File: src/rtl/gate_sweep_ctrl.sv
// gate_sweep_ctrl: self-test sequencer for one two-input logic gate.
// Sweeps {gate_a,gate_b} through 00,01,10,11. Each combination is held for
// SETTLE_CYCLES cycles and then sampled. The captured truth table is checked
// against a latched golden pattern.
// Optional build macro GATE_SWEEP_STOP_ON_FAIL_EN ends the sweep at the first
// mismatching sample instead of always sweeping all four combinations.
module gate_sweep_ctrl #(
    parameter int unsigned SETTLE_CYCLES = 2
) (
    input  logic       clk,
    input  logic       rst,
    input  logic       start,
    input  logic [3:0] expected,
    input  logic       gate_y,
    output logic       gate_a,
    output logic       gate_b,
    output logic       busy,
    output logic       done,
    output logic       pass,
    output logic [3:0] truth_table,
    output logic [1:0] fail_idx
);

    localparam int unsigned CNT_W = 8;
    localparam int unsigned TT_W  = 4;
    localparam int unsigned IDX_W = 2;
    localparam logic [CNT_W-1:0] CNT_LAST = CNT_W'(SETTLE_CYCLES - 1);
    localparam logic [IDX_W-1:0] IDX_LAST = IDX_W'(TT_W - 1);

    typedef enum logic [1:0] {
        S_IDLE   = 2'd0,
        S_SETTLE = 2'd1,
        S_SAMPLE = 2'd2,
        S_DONE   = 2'd3
    } state_e;

    state_e            state_q, state_d;
    logic [CNT_W-1:0]  cnt_q, cnt_d;
    logic [IDX_W-1:0]  idx_q, idx_d;
    logic [TT_W-1:0]   exp_q, exp_d;
    logic [TT_W-1:0]   tt_q, tt_d;
    logic [IDX_W-1:0]  fail_idx_q, fail_idx_d;
    logic              gate_a_q, gate_a_d;
    logic              gate_b_q, gate_b_d;
    logic              busy_q, busy_d;
    logic              done_q, done_d;
    logic              pass_q, pass_d;

    logic [TT_W-1:0]   tt_sample_c;
    logic [TT_W-1:0]   diff_c;
    logic [IDX_W-1:0]  first_diff_c;
    logic              stop_c;

    // Truth table including the current sample, its lowest mismatch, and whether this sample ends the sweep
    always_comb begin
        tt_sample_c        = tt_q;
        tt_sample_c[idx_q] = gate_y;
        diff_c             = tt_sample_c ^ exp_q;
        first_diff_c       = '0;
        for (int i = int'(TT_W) - 1; i >= 0; i--) begin
            if (diff_c[i]) begin
                first_diff_c = IDX_W'(i);
            end
        end
`ifdef GATE_SWEEP_STOP_ON_FAIL_EN
        stop_c = (idx_q == IDX_LAST) || diff_c[idx_q];
`else
        stop_c = (idx_q == IDX_LAST);
`endif
    end

    // Next-state and registered-output logic for the sweep sequencer
    always_comb begin
        state_d    = state_q;
        cnt_d      = cnt_q;
        idx_d      = idx_q;
        exp_d      = exp_q;
        tt_d       = tt_q;
        fail_idx_d = fail_idx_q;
        gate_a_d   = gate_a_q;
        gate_b_d   = gate_b_q;
        busy_d     = busy_q;
        done_d     = 1'b0;
        pass_d     = pass_q;

        case (state_q)
            S_IDLE: begin
                if (start) begin
                    exp_d      = expected;
                    idx_d      = '0;
                    gate_a_d   = 1'b0;
                    gate_b_d   = 1'b0;
                    tt_d       = '0;
                    pass_d     = 1'b0;
                    fail_idx_d = '0;
                    busy_d     = 1'b1;
                    cnt_d      = '0;
                    state_d    = S_SETTLE;
                end
            end
            S_SETTLE: begin
                cnt_d = cnt_q + CNT_W'(1);
                if (cnt_q == CNT_LAST) begin
                    state_d = S_SAMPLE;
                end
            end
            S_SAMPLE: begin
                tt_d = tt_sample_c;
                if (stop_c) begin
                    pass_d     = (tt_sample_c == exp_q);
                    fail_idx_d = first_diff_c;
                    busy_d     = 1'b0;
                    gate_a_d   = 1'b0;
                    gate_b_d   = 1'b0;
                    done_d     = 1'b1;
                    state_d    = S_DONE;
                end else begin
                    idx_d                = idx_q + IDX_W'(1);
                    {gate_a_d, gate_b_d} = idx_q + IDX_W'(1);
                    cnt_d                = '0;
                    state_d              = S_SETTLE;
                end
            end
            S_DONE: begin
                state_d = S_IDLE;
            end
            default: begin
                state_d = S_IDLE;
            end
        endcase
    end

    // State and output registers with synchronous reset
    always_ff @(posedge clk) begin
        if (rst) begin
            state_q    <= S_IDLE;
            cnt_q      <= '0;
            idx_q      <= '0;
            exp_q      <= '0;
            tt_q       <= '0;
            fail_idx_q <= '0;
            gate_a_q   <= 1'b0;
            gate_b_q   <= 1'b0;
            busy_q     <= 1'b0;
            done_q     <= 1'b0;
            pass_q     <= 1'b0;
        end else begin
            state_q    <= state_d;
            cnt_q      <= cnt_d;
            idx_q      <= idx_d;
            exp_q      <= exp_d;
            tt_q       <= tt_d;
            fail_idx_q <= fail_idx_d;
            gate_a_q   <= gate_a_d;
            gate_b_q   <= gate_b_d;
            busy_q     <= busy_d;
            done_q     <= done_d;
            pass_q     <= pass_d;
        end
    end

    assign gate_a      = gate_a_q;
    assign gate_b      = gate_b_q;
    assign busy        = busy_q;
    assign done        = done_q;
    assign pass        = pass_q;
    assign truth_table = tt_q;
    assign fail_idx    = fail_idx_q;

endmodule

File: config.mk
export PLATFORM = sky130hd
export DESIGN_NAME = gate_sweep_ctrl
export DESIGN_NICKNAME = d
export VERILOG_FILES = /design/src/rtl/gate_sweep_ctrl.sv
export SDC_FILE = /design/constraint.sdc
export NUM_CORES = 1
export LEC_CHECK = 0
export ABC_CLOCK_PERIOD_IN_PS = 5750
export BUFFER_PORTS_ARGS = -buffer_cell sky130_fd_sc_hd__buf_2
export CORE_MARGIN = 1
export CORE_UTILIZATION = 30
export DETAILED_ROUTE_END_ITERATION = 10
export GPL_TIMING_DRIVEN = 0
export PLACE_DENSITY = 0.54
export SLEW_MARGIN = 0
export SYNTH_ARGS = -nofsm -noshare
export SYNTH_HDL_FRONTEND = slang
export SYNTH_SLANG_ARGS = --single-unit
File: constraint.sdc
create_clock -name clk -period 5.75 [get_ports clk]
set_clock_uncertainty 0.2 [all_clocks]
set_input_delay 0.2875 -clock clk [delete_from_list [all_inputs] [get_ports clk]]
set_output_delay 0.2875 -clock clk [all_outputs]
set_load 0.02 [all_outputs]
# [Word-level counts from Yosys, hierarchy flattened]
# Cells that the tools add are included.
[word_totals] reg_bits=27 latch_bits=0 ram_bits=0 rom_bits=0 input_bits=8 out_inout_bits=11 elab_cells=70 mem_count=0
[op_classes] add_sub_neg=2 mul=0 n_div=0 n_lt_le_gt_ge=2 eq_ne=10 shift=0 n_mux=32 n_bitwise=2 n_reduce_logical=11
[op_table] operator="$pmux W8 S3" count=1
[op_table] operator="$mux W2" count=10
[op_table] operator="$mux W8" count=2
[op_table] operator="$reduce_and A3 Y1" count=3
[op_table] operator="$add A8 B1 Y8 const B" count=1
[op_table] operator="$eq A8 B1 Y1 const B" count=1
[op_table] operator="$mux W1" count=8
[op_table] operator="$ne A2 B2 Y1 const B" count=4
[op_table] operator="$pmux W1 S2" count=4
[op_table] operator="$pmux W2 S2" count=2
[op_table] operator="$pmux W2 S4" count=1
[op_table] operator="$pmux W4 S2" count=1
[op_table] operator="$eq A2 B2 Y1 const B" count=3
[op_table] operator="$reduce_and A2 Y1" count=3
[op_table] operator="$bwmux W4" count=1
[op_table] operator="$eq A4 B4 Y1" count=1
[op_table] operator="$mux W4" count=1
[op_table] operator="$xor A4 B4 Y4" count=1
[op_table] operator="$lt A2 B3 Y1 const B" count=1
[op_table] operator="$reduce_bool A3 Y1" count=1
[op_table] operator="$add A2 B1 Y2 const B" count=1
[op_table] operator="$demux W1 S2" count=1
[op_table] operator="$eq A2 B1 Y1 const B" count=1
[op_table] operator="$ge A2 B1 Y1 const B" count=1
[op_table] operator="5 further kinds" count=5

# [Depth between registers and ports, before layout]
[logic_depth] ltp_word=12 ltp_mapped=6 ltp_nobuf=6

# [Least setup slack after synthesis]
# Ideal clock, no wire load.
[synth_path] kind="flip-flop to flip-flop" start="reg idx_q[0]" end="reg cnt_q[7]" setup_ns=0.066 t_arrival_ns=1.738 t_required_ns=5.484 setup_slack_ns=3.746 path_stages_with_launch=7 n_path_buf=1 period_less_slack_ns=2.004 cell_sequence="dfxtp_1 ha_1 buf_6 nor3b_4 o21ai_2 or4_4 a21oi_2"
[synth_between] elab_chain_cells=3
[synth_lines] element="start: declaration" line_no="39" text="logic [IDX_W-1:0] idx_q, idx_d;"
[synth_lines] element="start signal: assignment" line_no="150" text="idx_q <= idx_d;"
[synth_lines] element="$eq A2 B2 Y1" line_no="68" text="stop_c = (idx_q == IDX_LAST);"
[synth_lines] element="via stop_c" line_no="52" text="logic stop_c;"
[synth_lines] element="$ne A2 B2 Y1 (no source line)"
[synth_lines] element="$reduce_and A3 Y1 (no source line)"
[synth_lines] element="end signal: assignment" line_no="149" text="cnt_q <= cnt_d;"
[synth_lines] element="end: declaration" line_no="38" text="logic [CNT_W-1:0] cnt_q, cnt_d;"
# The timed path passes the listed nets, and every way through them passes these cells.
# A chain may end at the register's enable or synchronous reset.

# [Worst setup path after layout]
# Same ends and word-level chain as after synthesis.

==> results summary <==
The run finished with clean final reports. The total negative setup slack is 0 ns. The actual transition at the worst max-transition pin is between 0.7 and 0.8 ns.

The power density over the cells came out at between 200 and 250 mW/mm². Counting every sink on the clock net gives 27. The leakage power of the design is 0.6024 nW. The depth of the worst register-to-register path came out at 6. The number of antenna diodes in the final layout is 0. The floorplan die area is 0.004781 mm². In the routed layout, each cell is associated on average with a via count of 4.951. The leftover overflow at the end of global routing is 0.

The total number of vias is 1109. The synthesized instance count came out at 151. The number of failing setup endpoints in the final timing report is 0.

The path category of the worst min-delay check is input port to register. STA classifies the critical path endpoint as a register. The number of remaining DRC errors is 0. From left edge to right edge, the die measures roughly 69 µm. The tightest slew margin relative to the limit is 0.4980. The critical path goes through ha_1, buf_6, nor3b_4, o21ai_2, or4_4, a21oi_2. Of the total power, the share spent switching nets is 0.2475. The sort of element at the start of the critical path is a register. The complex-gate fraction of the synthesized area is 0.1711.

The detailed router's first-iteration violation count came out at 28. The quantity of I/O buffers inserted on ports is 17. The initial antenna violation count is 0. The starting density of the core came out at 0.3106.

The detailed-router iteration count before antenna repair came out at 4. The post-route worst setup slack came out at 3.509 ns. Routability-driven placement finished with a final weighted congestion of 0.8014. The share of synthesized cell area in and, or, nand and nor gates is 0.2183. In this run the core area contains 24 standard-cell rows. The count of pins over their slew limit came out at 0. On the worst path, the slowest cell contributes a delay of 0.54 ns. The post-cts resize count came out at 0. Max-cap violations in this run came to 0. The xor/xnor share of the synthesized area came out at 0.04533. The smallest clock period supported by the final layout is computed as 2.241 ns.

The fmax is 446.2 MHz. The cell chosen for the clock root is clkbuf_8. Across all register-to-register paths, the minimum setup slack is 3.51 ns. The first-pass GRT wire length came out at 4947 µm. The synthesized netlist net count is 165. The cts-stage hold buffer count is 0. The library cell used most frequently in the layout, excluding fill and tap cells, is dfxtp_1. The number of levels in the clock H-tree is 1.

IR analysis of the VDD net gives a maximum drop of 0.1360 mV. Setup repair after global routing left no endpoint under its margin. The flip-flop and latch count after synthesis came out at 27.

The start point of the worst min-delay path is expected[0]. In the synthesized netlist the dominant register cell turns out to be dfxtp_1. Of the cells placed in the final design, the portion with a size suffix greater than 1 is 0.2093. The area added between synthesis and finish is 14.52%.

The routed length per placed instance came out at 12.68 µm. The critical path is of the register to register type. The adder-cell area share of the yosys netlist is 0.05550. In the synthesized netlist the async set-or-reset flop fraction comes to 0. The slowest stage of the critical path belongs to the cell or4_4. The combinational power share is 0.114. In the post-synthesis netlist, the biggest area contributors are dfxtp_1 40%, nor2_1 6.9%, mux2i_1 6.7%. The data required time at the worst endpoint is about 5.8 ns. The average instance area after synthesis is roughly 9.0 µm². The post-CTS setup repair buffer count came out at 0. The layout net count is 187. The portion of synthesized area spent on multiplexers is 0.06660. After synthesis, the largest family of logic cells by area is simple AND/OR/NAND/NOR gates. The number of cells traversed by the worst hold path came out at 3. The critical path arrival came out at roughly 2.3 ns. The final wirelength is around 2800 µm. The clock group share of total power is 0.314. The total global-route track usage is 0.1263. The number of buffers created by CTS is 3.

The later-pin clock latency in the skew report is about 0.27 ns. The area inside the core boundary is roughly 0.0044 mm². The HPWL reported at the end of detailed placement came out at 2149 µm. The number of enable flip-flop cells after synthesis came out at 0. The number of hold-slack violations in the final timing report is 0.

The library cell with the largest summed area after synthesis is dfxtp_1. The startpoint identified for the worst register-to-register timing path is idx_q[0]. Of the total power, registers draw 0.573.

The cell internal power dissipation came out at 256.5 µW. The library cells used most frequently in the layout, excluding fill and tap cells, are 27 x dfxtp_1, 25 x nor2_1, 19 x buf_2, 10 x a21oi_1, 9 x mux2i_1. The fraction of the cycle the final worst path needs came out at 0.3897. The maximum root-to-sink buffer count is 2.

The sequential element share of the synthesized area is 0.3996. For hold timing, the worst endpoint is exp_q[0]. The number of distinct standard cells referenced by the synthesized netlist came out at 42.

The number of I/O pins came out at 19. The proportion of netlist area held by the largest area contributor came out at 0.3996. The setup slack at placement is 3.523 ns.

During synthesis, Yosys emitted a total of 0 warnings. The post-route total power came out at 340.8 µW. In this run the critical register-to-register path is captured at cnt_q[7]. TritonCTS built the clock tree. The largest net degree at the start of global routing came out at 16. The highest fanout seen on the critical path came out at 9. The analysis attributes to net switching a power of 84.35 µW. The number of nets with antenna violations after detailed routing is 0. The die height came out at 69.15 µm. The netlist area before placement came out at 0.001353 mm². The clock-pin slew on the worst setup and hold paths is 0.09 ns. The number of global-route vias before repair came out at 1097.
-- final cells by class --
| class | instances | area (µm²) |
|---|---|---|
| repair buffers | 17 | 85.08 |
| flip-flops and latches | 27 | 540.5 |
| well taps | 52 | 65.06 |
| plain buffers | 7 | 40.04 |
| inverters | 5 | 18.77 |
| fillers | 445 | 2805 |
| clock buffers | 3 | 41.29 |
| multi-input cells | 112 | 753.2 |
| clock inverters | 1 | 5.005 |
-- worst max-delay path by stage --
stage	startpoint	slack (ns)	cells after the start	to
3_5_place_dp	idx_q[0]	3.52	6	cnt_q[7]
2_1_floorplan	idx_q[0]	3.75	6	cnt_q[7]
4_1_cts	idx_q[0]	3.50	6	cnt_q[7]
6_report	idx_q[0]	3.51	6	cnt_q[7]
3_3_place_gp	idx_q[0]	3.58	6	cnt_q[7]
5_1_grt	idx_q[0]	3.43	6	cnt_q[7]
-- kinds of logic after synthesis --
kind of cell,count (synthesis)
buffers and inverters,12
adder cells (fa/ha/maj),6
AND/OR/NAND/NOR,56
multiplexers,9
XOR/XNOR,7
flip-flops,27
AO/OA/AOI/OAI,34
-- layer usage --
| layer | GRT usage | part of all wire | vias up |
|---|---|---|---|
| li1 | - | - | 570 |
| met1 | 0.1615 | 0.49 | 518 |
| met2 | 0.2136 | 0.47 | 16 |
| met3 | 0.03363 | 0.030 | 5 |
| met4 | 0.02494 | 0.0063 | 0 |
| met5 | 0 | 0 | - |
-- through the flow --
stage          utilization  cell area, µm²  hold WS [ns]  cells
6_report            0.3557            1549       0.05060    224
5_1_grt             0.3557            1549       0.08232    224
3_5_place_dp        0.3451            1503        0.2550    220
4_1_cts             0.3557            1549       0.04639    224
2_1_floorplan            -            1353        0.2347    151
3_3_place_gp        0.3451            1503        0.2502    220
-- synth_stat cells, types with 2 or more instances --
library cell / count
dfxtp_1: 27
nor2_1: 25
a21oi_1: 10
mux2i_1: 9
nand2_1: 7
ha_1: 6
o21ai_0: 6
inv_1: 5
nand3_1: 4
xor2_1: 4
a22oi_1: 3
nand2b_1: 3
nor2b_1: 3
nor3_1: 3
or3_2: 3
xnor2_1: 3
a32o_1: 2
buf_2: 2
clkbuf_1: 2
nand4_1: 2
-- state kept, by name, summed over array words and instances (netlist names) --
| name | flops |
|---|---|
| busy | 1 |
| cnt_q | 8 |
| done | 1 |
| exp_q | 4 |
| fail_idx | 2 |
| gate_a | 1 |
| gate_b | 1 |
| idx_q | 2 |
| pass | 1 |
| state_q | 2 |
| truth_table | 4 |
-- power by group through the flow --
stage	Combinational (mW)	Sequential, mW	Clock, mW
detailed placement	0.0390	0.200	0
CTS	0.0392	0.195	0.113
finish	0.0388	0.195	0.107
global route	0.0441	0.196	0.121
floorplan	0.0283	0.200	0
global placement	0.0381	0.199	0
-- critical path: cells and delay by family (launching register included) --
family	cells	cell delay, ns
buffers and inverters	1	0.14
and+or+nand+nor	2	0.92
AOI/OAI and AO/OA	2	0.30
DFF	1	0.39
adders and majority gates	1	0.23
Note: power is estimated with default switching activity, not from simulation.
